==> config.mk <==
export PLATFORM = sky130hd
export DESIGN_NAME = oven_bake_countdown
export DESIGN_NICKNAME = d
export VERILOG_FILES = /design/src/rtl/oven_bake_countdown_pkg.sv /design/src/rtl/oven_tick_gen.sv /design/src/rtl/oven_bake_countdown.sv
export SDC_FILE = /design/constraint.sdc
export NUM_CORES = 1
export LEC_CHECK = 0
export ABC_AREA = 1
export CAP_MARGIN = 20
export CORE_UTILIZATION = 30
export CTS_CLUSTER_SIZE = 24
export DETAILED_ROUTE_END_ITERATION = 8
export HOLD_SLACK_MARGIN = 0.06
export PLACE_DENSITY_LB_ADDON = 0.3
export SETUP_SLACK_MARGIN = 0.4
export SYNTH_ARGS = -nofsm -noshare
export SYNTH_HDL_FRONTEND = slang
export SYNTH_SLANG_ARGS = --single-unit
==> constraint.sdc <==
create_clock -name clk -period 1.81 [get_ports clk]
set_clock_uncertainty 0.15 [all_clocks]
set_input_delay 0.2715 -clock clk [delete_from_list [all_inputs] [get_ports clk]]
set_output_delay 0.2715 -clock clk [all_outputs]
set_load 0.02 [all_outputs]
==> src/rtl/oven_bake_countdown_pkg.sv <==
// Shared definitions for the oven bake countdown: state encoding, BCD digit
// limits, the board clock constant and the MM:SS validity / borrow helpers.
package oven_bake_countdown_pkg;

   // 50 MHz board clock: one 1 s tick every CLK_HZ cycles
   localparam int unsigned CLK_HZ = 50_000_000;

   // Largest legal tens digit for minutes/seconds, largest legal ones digit
   localparam logic [3:0] SEC_TENS_MAX = 4'd5;
   localparam logic [3:0] DIGIT_MAX    = 4'd9;

   typedef enum logic [2:0] {
      ST_IDLE    = 3'd0,
      ST_LOADED  = 3'd1,
      ST_RUN     = 3'd2,
      ST_PAUSE   = 3'd3,
      ST_EXPIRED = 3'd4
   } state_e;

   // Time value as two BCD bytes, {tens,ones} each
   typedef struct packed {
      logic [7:0] mins;
      logic [7:0] secs;
   } mmss_t;

   // A loadable bake time: every digit in range and not 00:00
   function automatic logic mmss_valid(input mmss_t t);
      return (t.mins[3:0] <= DIGIT_MAX) && (t.mins[7:4] <= SEC_TENS_MAX) &&
             (t.secs[3:0] <= DIGIT_MAX) && (t.secs[7:4] <= SEC_TENS_MAX) &&
             (t != '0);
   endfunction

   // One-second decrement done digit by digit; 00:00 stays at 00:00
   function automatic mmss_t mmss_dec(input mmss_t t);
      mmss_t r;
      r = t;
      if (t != '0) begin
         if (t.secs[3:0] != 4'd0) begin
            r.secs[3:0] = t.secs[3:0] - 4'd1;
         end else begin
            r.secs[3:0] = DIGIT_MAX;
            if (t.secs[7:4] != 4'd0) begin
               r.secs[7:4] = t.secs[7:4] - 4'd1;
            end else begin
               r.secs[7:4] = SEC_TENS_MAX;
               if (t.mins[3:0] != 4'd0) begin
                  r.mins[3:0] = t.mins[3:0] - 4'd1;
               end else begin
                  r.mins[3:0] = DIGIT_MAX;
                  r.mins[7:4] = t.mins[7:4] - 4'd1;
               end
            end
         end
      end
      return r;
   endfunction

endpackage

==> src/rtl/oven_tick_gen.sv <==
// Prescaler for the bake countdown: emits a one-cycle tick every TICK_DIV
// enabled cycles. clr zeroes the count and suppresses the tick; with en low
// the partial count is held.
module oven_tick_gen
   import oven_bake_countdown_pkg::*;
#(
   parameter int unsigned TICK_DIV = CLK_HZ
) (
   input  logic clk,
   input  logic rst_n,
   input  logic clr,
   input  logic en,
   output logic tick
);

   localparam int unsigned CW   = (TICK_DIV > 1) ? $clog2(TICK_DIV) : 1;
   localparam logic [CW-1:0] LAST = CW'(TICK_DIV - 1);

   logic [CW-1:0] cnt_q;
   logic [CW-1:0] cnt_d;

   // Next count: clear wins, otherwise advance while enabled and wrap at the tick
   always_comb begin
      cnt_d = cnt_q;
      tick  = en && !clr && (cnt_q == LAST);
      if (clr) begin
         cnt_d = '0;
      end else if (en) begin
         cnt_d = tick ? '0 : cnt_q + CW'(1);
      end
   end

   // Prescaler register
   always_ff @(posedge clk) begin
      if (!rst_n) begin
         cnt_q <= '0;
      end else begin
         cnt_q <= cnt_d;
      end
   end

endmodule

==> src/rtl/oven_bake_countdown.sv <==
// BCD MM:SS countdown for the oven bake phase: load handshake, start/pause/
// abort FSM, BCD borrow chain and expiry status.
// Optional expiry beeper enabled by defining OVEN_BEEP_EN; without it beep is
// tied low and no beep counters exist.
module oven_bake_countdown
   import oven_bake_countdown_pkg::*;
#(
   parameter int unsigned TICK_DIV   = CLK_HZ,
   parameter int unsigned BEEP_TICKS = 10
) (
   input  logic       clk,
   input  logic       rst_n,
   input  logic       load_valid,
   output logic       load_ready,
   input  logic [7:0] load_min,
   input  logic [7:0] load_sec,
   output logic       load_err,
   input  logic       start,
   input  logic       pause,
   input  logic       abort,
   output logic [7:0] min_bcd,
   output logic [7:0] sec_bcd,
   output logic       running,
   output logic       expired,
   output logic       done,
   output logic       beep
);

   state_e state_q, state_d;
   mmss_t  time_q, time_d;
   logic   done_q, done_d;
   logic   err_q, err_d;
   logic   live_q;

   mmss_t  load_val;
   mmss_t  dec_val;
   logic   load_fire;
   logic   load_ok;
   logic   tick;
   logic   pre_en;
   logic   pre_clr;

   assign load_val  = {load_min, load_sec};
   assign load_ok   = mmss_valid(load_val);
   assign load_fire = load_valid && load_ready;
   assign dec_val   = mmss_dec(time_q);

   // Prescaler runs only in RUN, holds its partial count in PAUSE, and is
   // zeroed everywhere else so a fresh start gets a full TICK_DIV period
   assign pre_en  = (state_q == ST_RUN);
   assign pre_clr = abort || !((state_q == ST_RUN) || (state_q == ST_PAUSE));

   oven_tick_gen #(
      .TICK_DIV (TICK_DIV)
   ) u_tick_gen (
      .clk   (clk),
      .rst_n (rst_n),
      .clr   (pre_clr),
      .en    (pre_en),
      .tick  (tick)
   );

   // State, digits and registered pulses; live_q keeps load_ready low until
   // the first cycle after reset is released
   always_ff @(posedge clk) begin
      if (!rst_n) begin
         state_q <= ST_IDLE;
         time_q  <= '0;
         done_q  <= 1'b0;
         err_q   <= 1'b0;
         live_q  <= 1'b0;
      end else begin
         state_q <= state_d;
         time_q  <= time_d;
         done_q  <= done_d;
         err_q   <= err_d;
         live_q  <= 1'b1;
      end
   end

   // Next state and digits; command priority abort > pause > start > load
   always_comb begin
      state_d = state_q;
      time_d  = time_q;
      done_d  = 1'b0;
      err_d   = 1'b0;
      if (abort) begin
         state_d = ST_IDLE;
         time_d  = '0;
      end else begin
         case (state_q)
            ST_IDLE, ST_EXPIRED: begin
               if (load_fire) begin
                  if (load_ok) begin
                     state_d = ST_LOADED;
                     time_d  = load_val;
                  end else begin
                     err_d = 1'b1;
                  end
               end
            end
            ST_LOADED: begin
               if (pause) begin
                  state_d = ST_LOADED;
               end else if (start) begin
                  state_d = ST_RUN;
               end else if (load_fire) begin
                  if (load_ok) begin
                     time_d = load_val;
                  end else begin
                     err_d = 1'b1;
                  end
               end
            end
            ST_RUN: begin
               if (tick) begin
                  time_d = dec_val;
                  if (dec_val == '0) begin
                     state_d = ST_EXPIRED;
                     done_d  = 1'b1;
                  end else if (pause) begin
                     state_d = ST_PAUSE;
                  end
               end else if (pause) begin
                  state_d = ST_PAUSE;
               end
            end
            ST_PAUSE: begin
               if (!pause && start) begin
                  state_d = ST_RUN;
               end
            end
            default: begin
               state_d = ST_IDLE;
               time_d  = '0;
            end
         endcase
      end
   end

   // Status outputs decoded from the current state
   always_comb begin
      load_ready = live_q && ((state_q == ST_IDLE) || (state_q == ST_LOADED) ||
                              (state_q == ST_EXPIRED));
      running    = (state_q == ST_RUN);
      expired    = (state_q == ST_EXPIRED);
   end

   assign min_bcd  = time_q.mins;
   assign sec_bcd  = time_q.secs;
   assign done     = done_q;
   assign load_err = err_q;

`ifdef OVEN_BEEP_EN
   localparam int unsigned HALF = (TICK_DIV / 2 > 0) ? TICK_DIV / 2 : 1;
   localparam int unsigned HW   = (HALF > 1) ? $clog2(HALF) : 1;
   localparam int unsigned BW   = $clog2(BEEP_TICKS + 1);
   localparam logic [HW-1:0] HALF_LAST = HW'(HALF - 1);

   logic          beep_q, beep_d;
   logic [HW-1:0] bcnt_q, bcnt_d;
   logic [BW-1:0] bleft_q, bleft_d;

   // Beep sequencer: armed by done, toggles each half period until the
   // toggle budget is spent, silenced as soon as EXPIRED is left
   always_comb begin
      beep_d  = beep_q;
      bcnt_d  = bcnt_q;
      bleft_d = bleft_q;
      if (done_d) begin
         beep_d  = 1'b0;
         bcnt_d  = '0;
         bleft_d = BW'(BEEP_TICKS);
      end else if (state_d != ST_EXPIRED) begin
         beep_d  = 1'b0;
         bcnt_d  = '0;
         bleft_d = '0;
      end else if (bleft_q == '0) begin
         beep_d = 1'b0;
      end else if (bcnt_q == HALF_LAST) begin
         bcnt_d  = '0;
         beep_d  = ~beep_q;
         bleft_d = bleft_q - BW'(1);
      end else begin
         bcnt_d = bcnt_q + HW'(1);
      end
   end

   // Beep registers
   always_ff @(posedge clk) begin
      if (!rst_n) begin
         beep_q  <= 1'b0;
         bcnt_q  <= '0;
         bleft_q <= '0;
      end else begin
         beep_q  <= beep_d;
         bcnt_q  <= bcnt_d;
         bleft_q <= bleft_d;
      end
   end

   assign beep = beep_q;
`else
   // No beeper in this build; BEEP_TICKS has no effect here
   assign beep = (BEEP_TICKS == 0) ? 1'b0 : 1'b0;
`endif

endmodule
# Yosys cells after proc, flatten, opt, wreduce, memory -nomap -nowiden
# Index checks and enable logic that the tools add are counted.
[word_totals] output_inout_bits=22 word_cells=91 ff_bits=48
[op_classes] n_reduce_logical=29 n_lt_le_gt_ge=4 bitwise_logic=4 mux=30 n_eq_ne=12 add_sub_neg=5
[ops] operator="16-bit two-way mux" count=6
[ops] operator="16-bit one-hot mux with 4 select lines" count=1
[ops] operator="16-bit nonzero test" count=2
[ops] operator="26-bit by 1-bit adder with 26-bit output (second input constant)" count=1
[ops] operator="26-bit equality test (second input constant)" count=1
[ops] operator="26-bit two-way mux" count=1
[ops] operator="3-bit two-way mux" count=8
[ops] operator="16-bit logical NOT" count=1
[ops] operator="4-bit two-way mux" count=4
[ops] operator="4-bit by 1-bit subtractor with 4-bit output (second input constant)" count=4
[ops] operator="12-bit two-way mux" count=1
[ops] operator="3-bit one-hot mux with 4 select lines" count=1
[ops] operator="4-bit nonzero test" count=3
[ops] operator="2-bit != test (second input constant)" count=5
[ops] operator="1-bit logical AND" count=9
[ops] operator="4-bit by 3-bit <= comparator with 1-bit output (second input constant)" count=2
[ops] operator="4-bit <= comparator (second input constant)" count=2
[ops] operator="8-bit two-way mux" count=1
[ops] operator="4-bit AND reduction" count=2
[ops] operator="3-bit by 2-bit equality test with 1-bit output (second input constant)" count=2
[ops] operator="1-bit two-way mux" count=6
[ops] operator="2-bit OR reduction" count=3
[ops] operator="1-bit logical OR" count=4
[ops] operator="1-bit inverter" count=4
[ops] operator="8 further kinds" count=10

# Logic depth before layout (Yosys ltp)
[logic_depth] ltp_word=10 depth_mapped=15

# Cells and area by module
# From an unflattened synthesis, not the netlist that was laid out.
[unflattened] cells_unflattened=504 area_unflattened_um2=3206.8
[modules_own_cells] mod="oven_bake_countdown" seq_area_each_um2=440.4 instances=1 cells_per_inst=254 area_per_inst_um2=1632.8
[modules_own_cells] mod="oven_tick_gen" seq_area_each_um2=520.5 instances=1 cells_per_inst=250 area_per_inst_um2=1574.0

# Worst setup path before layout
# Ideal clock, no wire load.
[synth_path] kind="register to register" start="register time_q (netlist bit min_bcd[4])" end="register state_q[1]" synth_period_minus_slack_ns=2.051 n_path_buf=0 arrival_time_ns=1.769 setup_time_ns=0.132 setup_slack_ns=-0.241 required_time_ns=1.528 stages_incl_launch_ff=15 cell_sequence="dfxtp_1 -> inv_1 -> ha_1 -> nand2_1 -> inv_1 -> nand2_1 -> nand2_1 -> o21ai_0 -> nand2_1 -> nor2_1 -> nand3_1 -> o21ai_0 -> nand2_1 -> nand2_1 -> a21oi_1"
[synth_between] elab_chain_cells=9 elab_cells_between_ends=10 classes_between="add/sub: 1; mux: 7; reduce/logical: 2"
[synth_rtl] item="start, declared" line_no="oven_bake_countdown.sv:30" source="mmss_t time_q, time_d;"
[synth_rtl] item="start signal, assigned" line_no="oven_bake_countdown.sv:74" source="time_q <= time_d;"
[synth_rtl] item="4-bit by 1-bit subtractor with 4-bit output" line_no="oven_bake_countdown_pkg.sv:50" source="r.mins[7:4] = t.mins[7:4] - 4'd1;"
[synth_rtl] item="4-bit two-way mux" line_no="oven_bake_countdown_pkg.sv:46" source="if (t.mins[3:0] != 4'd0) begin"
[synth_rtl] item="8-bit two-way mux" line_no="oven_bake_countdown_pkg.sv:42" source="if (t.secs[7:4] != 4'd0) begin"
[synth_rtl] item="12-bit two-way mux" line_no="oven_bake_countdown_pkg.sv:38" source="if (t.secs[3:0] != 4'd0) begin"
[synth_rtl] item="16-bit two-way mux (*)" line_no="oven_bake_countdown_pkg.sv:37" source="if (t != '0) begin"
[synth_rtl] item="16-bit logical NOT (*)" line_no="oven_bake_countdown.sv:118" source="if (dec_val == '0) begin"
[synth_rtl] item="3-bit two-way mux (*)" line_no="oven_bake_countdown.sv:118"
[synth_rtl] item="3-bit two-way mux (*)" line_no="oven_bake_countdown.sv:116" source="if (tick) begin"
[synth_rtl] item="3-bit one-hot mux with 4 select lines (*)" line_no="oven_bake_countdown.sv:91" source="case (state_q)"
[synth_rtl] item="end signal, assigned" line_no="oven_bake_countdown.sv:73" source="state_q <= state_d;"
[synth_rtl] item="end, declared" line_no="oven_bake_countdown.sv:29" source="state_e state_q, state_d;"
# Mark *: on every way between the ends. The rest lies on a longest branch, timed or not.
# A chain may end at the register's enable or synchronous reset.

# Final worst setup path
[layout_path] start="register u_tick_gen.cnt_q[0]" end="register u_tick_gen.cnt_q[14]"
[layout_between] elab_chain_cells=3 elab_cells_between_ends=4 classes_between="add/sub: 1; eq/ne: 1; mux: 1; reduce/logical: 1"
[layout_rtl] item="start, declared" line_no="oven_tick_gen.sv:19" source="logic [CW-1:0] cnt_q;"
[layout_rtl] item="start signal, assigned" line_no="oven_tick_gen.sv:38" source="cnt_q <= cnt_d;"
[layout_rtl] item="branches (longest 2 deep; another with 26-bit by 1-bit adder with 26-bit output)"
[layout_rtl] item="26-bit two-way mux (*)" line_no="oven_tick_gen.sv:29" source="cnt_d = tick ? '0 : cnt_q + CW'(1);"
# Every way passes the cells marked *.

==> metrics <==
status=finished, violations left; failing checks=negative setup slack; Worst EP arrival=2.27 ns; total of hold buffers inserted after clock tree synthesis=0; placeable core region=9860 um^2; effective utilization at floorplan=31.1%; post-route DRC violation count=0; Post-Synthesis Mean Instance Area=6.25 um^2; global-route total usage across every layer=22.7%; detailed placement HPWL=7790 um; longest individual stage delay on the worst path=0.37 ns; final core utilization=58.8%; area share of the largest cell type after synthesis=31.3%; slowest stage cell on the critical path=dfxtp_2; I/O pins=44; multi-input combinational cell area=2400 um^2; Slew Limit Fails=0; antenna-violating nets left=0; vias post-DR=4161; simple-gate portion of the synthesized area=41.3%; area delta synth->final=88.9%; adder-cell share of the synthesized area=1.22%; Fillers=850; maximum operating frequency=461 MHz; maximum number of pins on one net before global-route repair=15; cell count after synthesis=491; Post-layout nets=728; IR Drop Worst-Case VDD=0.000298 V; mux cell area share after synthesis=0%; register clock-pin slew on the reported worst setup and hold paths=0.10 ns; layout cells sized above 1=50.9%; antenna diode instance count=0; total standard cell area after synthesis=3070 um^2; Pwr Density=379 nW/um^2; library cells used by synthesis=37; shortest clock period the worst path allows after layout=2.17 ns; CP Class=flip-flop to flip-flop; TritonCTS clock tree=yes; Tcrit/Tclk final=120%; area share of xor/xnor cells in the synthesized design=1.43%; floorplan row count=36; Setup violations, final=45; final setup slack of the worst path=-0.357 ns; number of flip-flops and latches in the synthesized netlist=48; DIE AREA=10600 um^2; area fraction in compound gates after synthesis=13.9%; register area share after synthesis=31.3%; number of synthesized flops with an enable pin=0; first drt pass iteration count=4; Horiz. Die Dim=103 um; buffer depth of the longest clock path=2; type of the worst min-delay path=primary input to flip-flop; Data required, critical path=1.91 ns; initial antenna violation count=0; DIE HEIGHT=103 um; DRC violation total after the first TritonRoute iteration=161; total length of routed wires=12200 um; input/output buffers=42; total number of yosys warnings=0; number of hold violations in the final report=0; clock buffer count from CTS=5; H-tree depth reported by CTS=2; Post-synth top cells=nand2_1, nor2_1, inv_1, dfxtp_1, a21oi_1; GRT overflow=0; Primary FF master, synth=dfxtp_1; root buf cell=clkbuf_8; most common cell in the netlist=nand2_1; number of global-route vias before repair=4147; top post-synthesis cells by area=dfxtp_1, nand2_1, nor2_1, inv_1, a21oi_1; post-detailed-route wirelength per cell=14.5 um; worst-path cell chain=ha_4, nand2_4, nor2_4, nand2_2, buf_6, buf_4, buf_6, buf_6, nor3_4, nand2_2, nor2_4, nand2_2, a21oi_2, o21a_1; Clock Latency Late Sink=0.31 ns; Vias/cell=4.97; endpoint type of the worst setup path=flip-flop; sink count of the clock tree=48; CP max FO=2; RSZ-0062 raised after global routing=true; # placed instances=782; kind of start point of the critical path=flip-flop; Sequential Area=1000 um^2; routability congestion estimate from global placement=0.883; leakage power=2.73 nW; largest family of logic cells by synthesized area=simple AND/OR/NAND/NOR gates; fraction of registers with async set/reset=0%; Max-Cap Viols=0; post-route non-filler standard cell count=837; first-pass GRT wire length=18800 um; cell type with the highest aggregate area in the netlist=dfxtp_1; Post-Synthesis Net Count=516
==> kinds of logic after synthesis <==
logic type      Yosys count
compound gates           77
fa+ha+maj                 3
flops                    48
other cells               1
xor+xnor                  5
buf+inv                  82
simple gates            275
==> final cells by class <==
class	instances	area share [%]
timing repair buffer	213	31.4
multi-input combinational	364	41.4
sequential	48	17.3
clock buffer	8	2.09
tap	133	2.87
inverter	71	4.90
==> repair_timing <==
action | CTS | global route
pin swaps | 42 | 35
buffers inserted | 30 | 13
cloned | 4 | 0
endpoints found under the setup margin | 68 | 55
gates resized for setup | 186 | 88
==> power by group <==
group | switching [W] | leakage, nW | total (W) | internal (W)
sequential | 0.00000273 | 0.399 | 0.00105 | 0.00105
clock | 0.000383 | 0.0627 | 0.000816 | 0.000433
combinational | 0.000179 | 2.26 | 0.000328 | 0.000149
==> worst max-delay path: cells and delay by family, from the launching register on <==
family	cells	cell delay [ns]
buffers and inverters	4	0.47
AOI/OAI and AO/OA	2	0.26
and+or+nand+nor	7	0.70
DFF	1	0.37
adders and majority gates	1	0.15
==> registers in the layout, summed over array words and instances, names as in the netlist <==
register and flops:
u_tick_gen.cnt_q 26, min_bcd 8, sec_bcd 8, state_q 3
done 1, live_q 1, load_err 1
==> path summary, 6_finish.rpt <==
| path | cells past startpoint | from | to | slack (ns) |
|---|---|---|---|---|
| setup / recovery | 14 | u_tick_gen.cnt_q[0] | u_tick_gen.cnt_q[14] | -0.36 |
| hold / removal | 5 | load_sec[2] | sec_bcd[2] | 0.23 |
| setup reg to reg | 14 | u_tick_gen.cnt_q[0] | u_tick_gen.cnt_q[14] | -0.36 |
| hold reg to reg | 2 | u_tick_gen.cnt_q[13] | u_tick_gen.cnt_q[13] | 0.32 |
==> layout by cell type, fill, tap and decap left out, types with 6 or more instances in the layout <==
cell,netlist,final
a21oi_1,30,24
a21oi_2,1,7
buf_2,3,12
buf_4,2,134
buf_6,1,41
clkbuf_8,0,7
clkdlybuf4s50_1,0,6
dfxtp_1,48,28
dfxtp_2,0,13
dfxtp_4,0,7
dlymetal6s2s_1,0,7
inv_1,65,51
inv_2,6,14
nand2_1,110,89
nand2_2,7,19
nand2_4,1,9
nand3_1,23,10
nand3_2,0,13
nand4_1,21,21
nor2_1,81,54
nor2_2,0,12
nor2_4,3,18
nor3_4,0,8
o21ai_0,23,14
o21ai_1,3,7
==> stage by stage <==
stage / power (W) / instance area (um^2) / setup slack [ns] / TNS [ns] / hold slack, ns
3_3_place_gp: 0.00137 / 4760 / -0.453 / -12.48 / 0.284
3_5_place_dp: 0.00137 / 4760 / -0.498 / -13.86 / 0.306
4_1_cts: 0.00220 / 5460 / -0.306 / -6.16 / 0.322
2_1_floorplan: 0.00122 / 3290 / -0.0969 / -1.48 / 0.149
5_1_grt: 0.00227 / 5800 / -0.470 / -15.03 / 0.281
6_report: 0.00220 / 5800 / -0.357 / -10.76 / 0.230
==> per-layer routing <==
layer	vias up	GRT usage (%)	part of all wire (%)
met5	-	0	0
met3	34	2.85	4.0
met4	0	9.43	2.7
li1	2034	-	-
met2	113	44.9	54
met1	1980	23.9	39
Power figures use the tool's default switching activity.
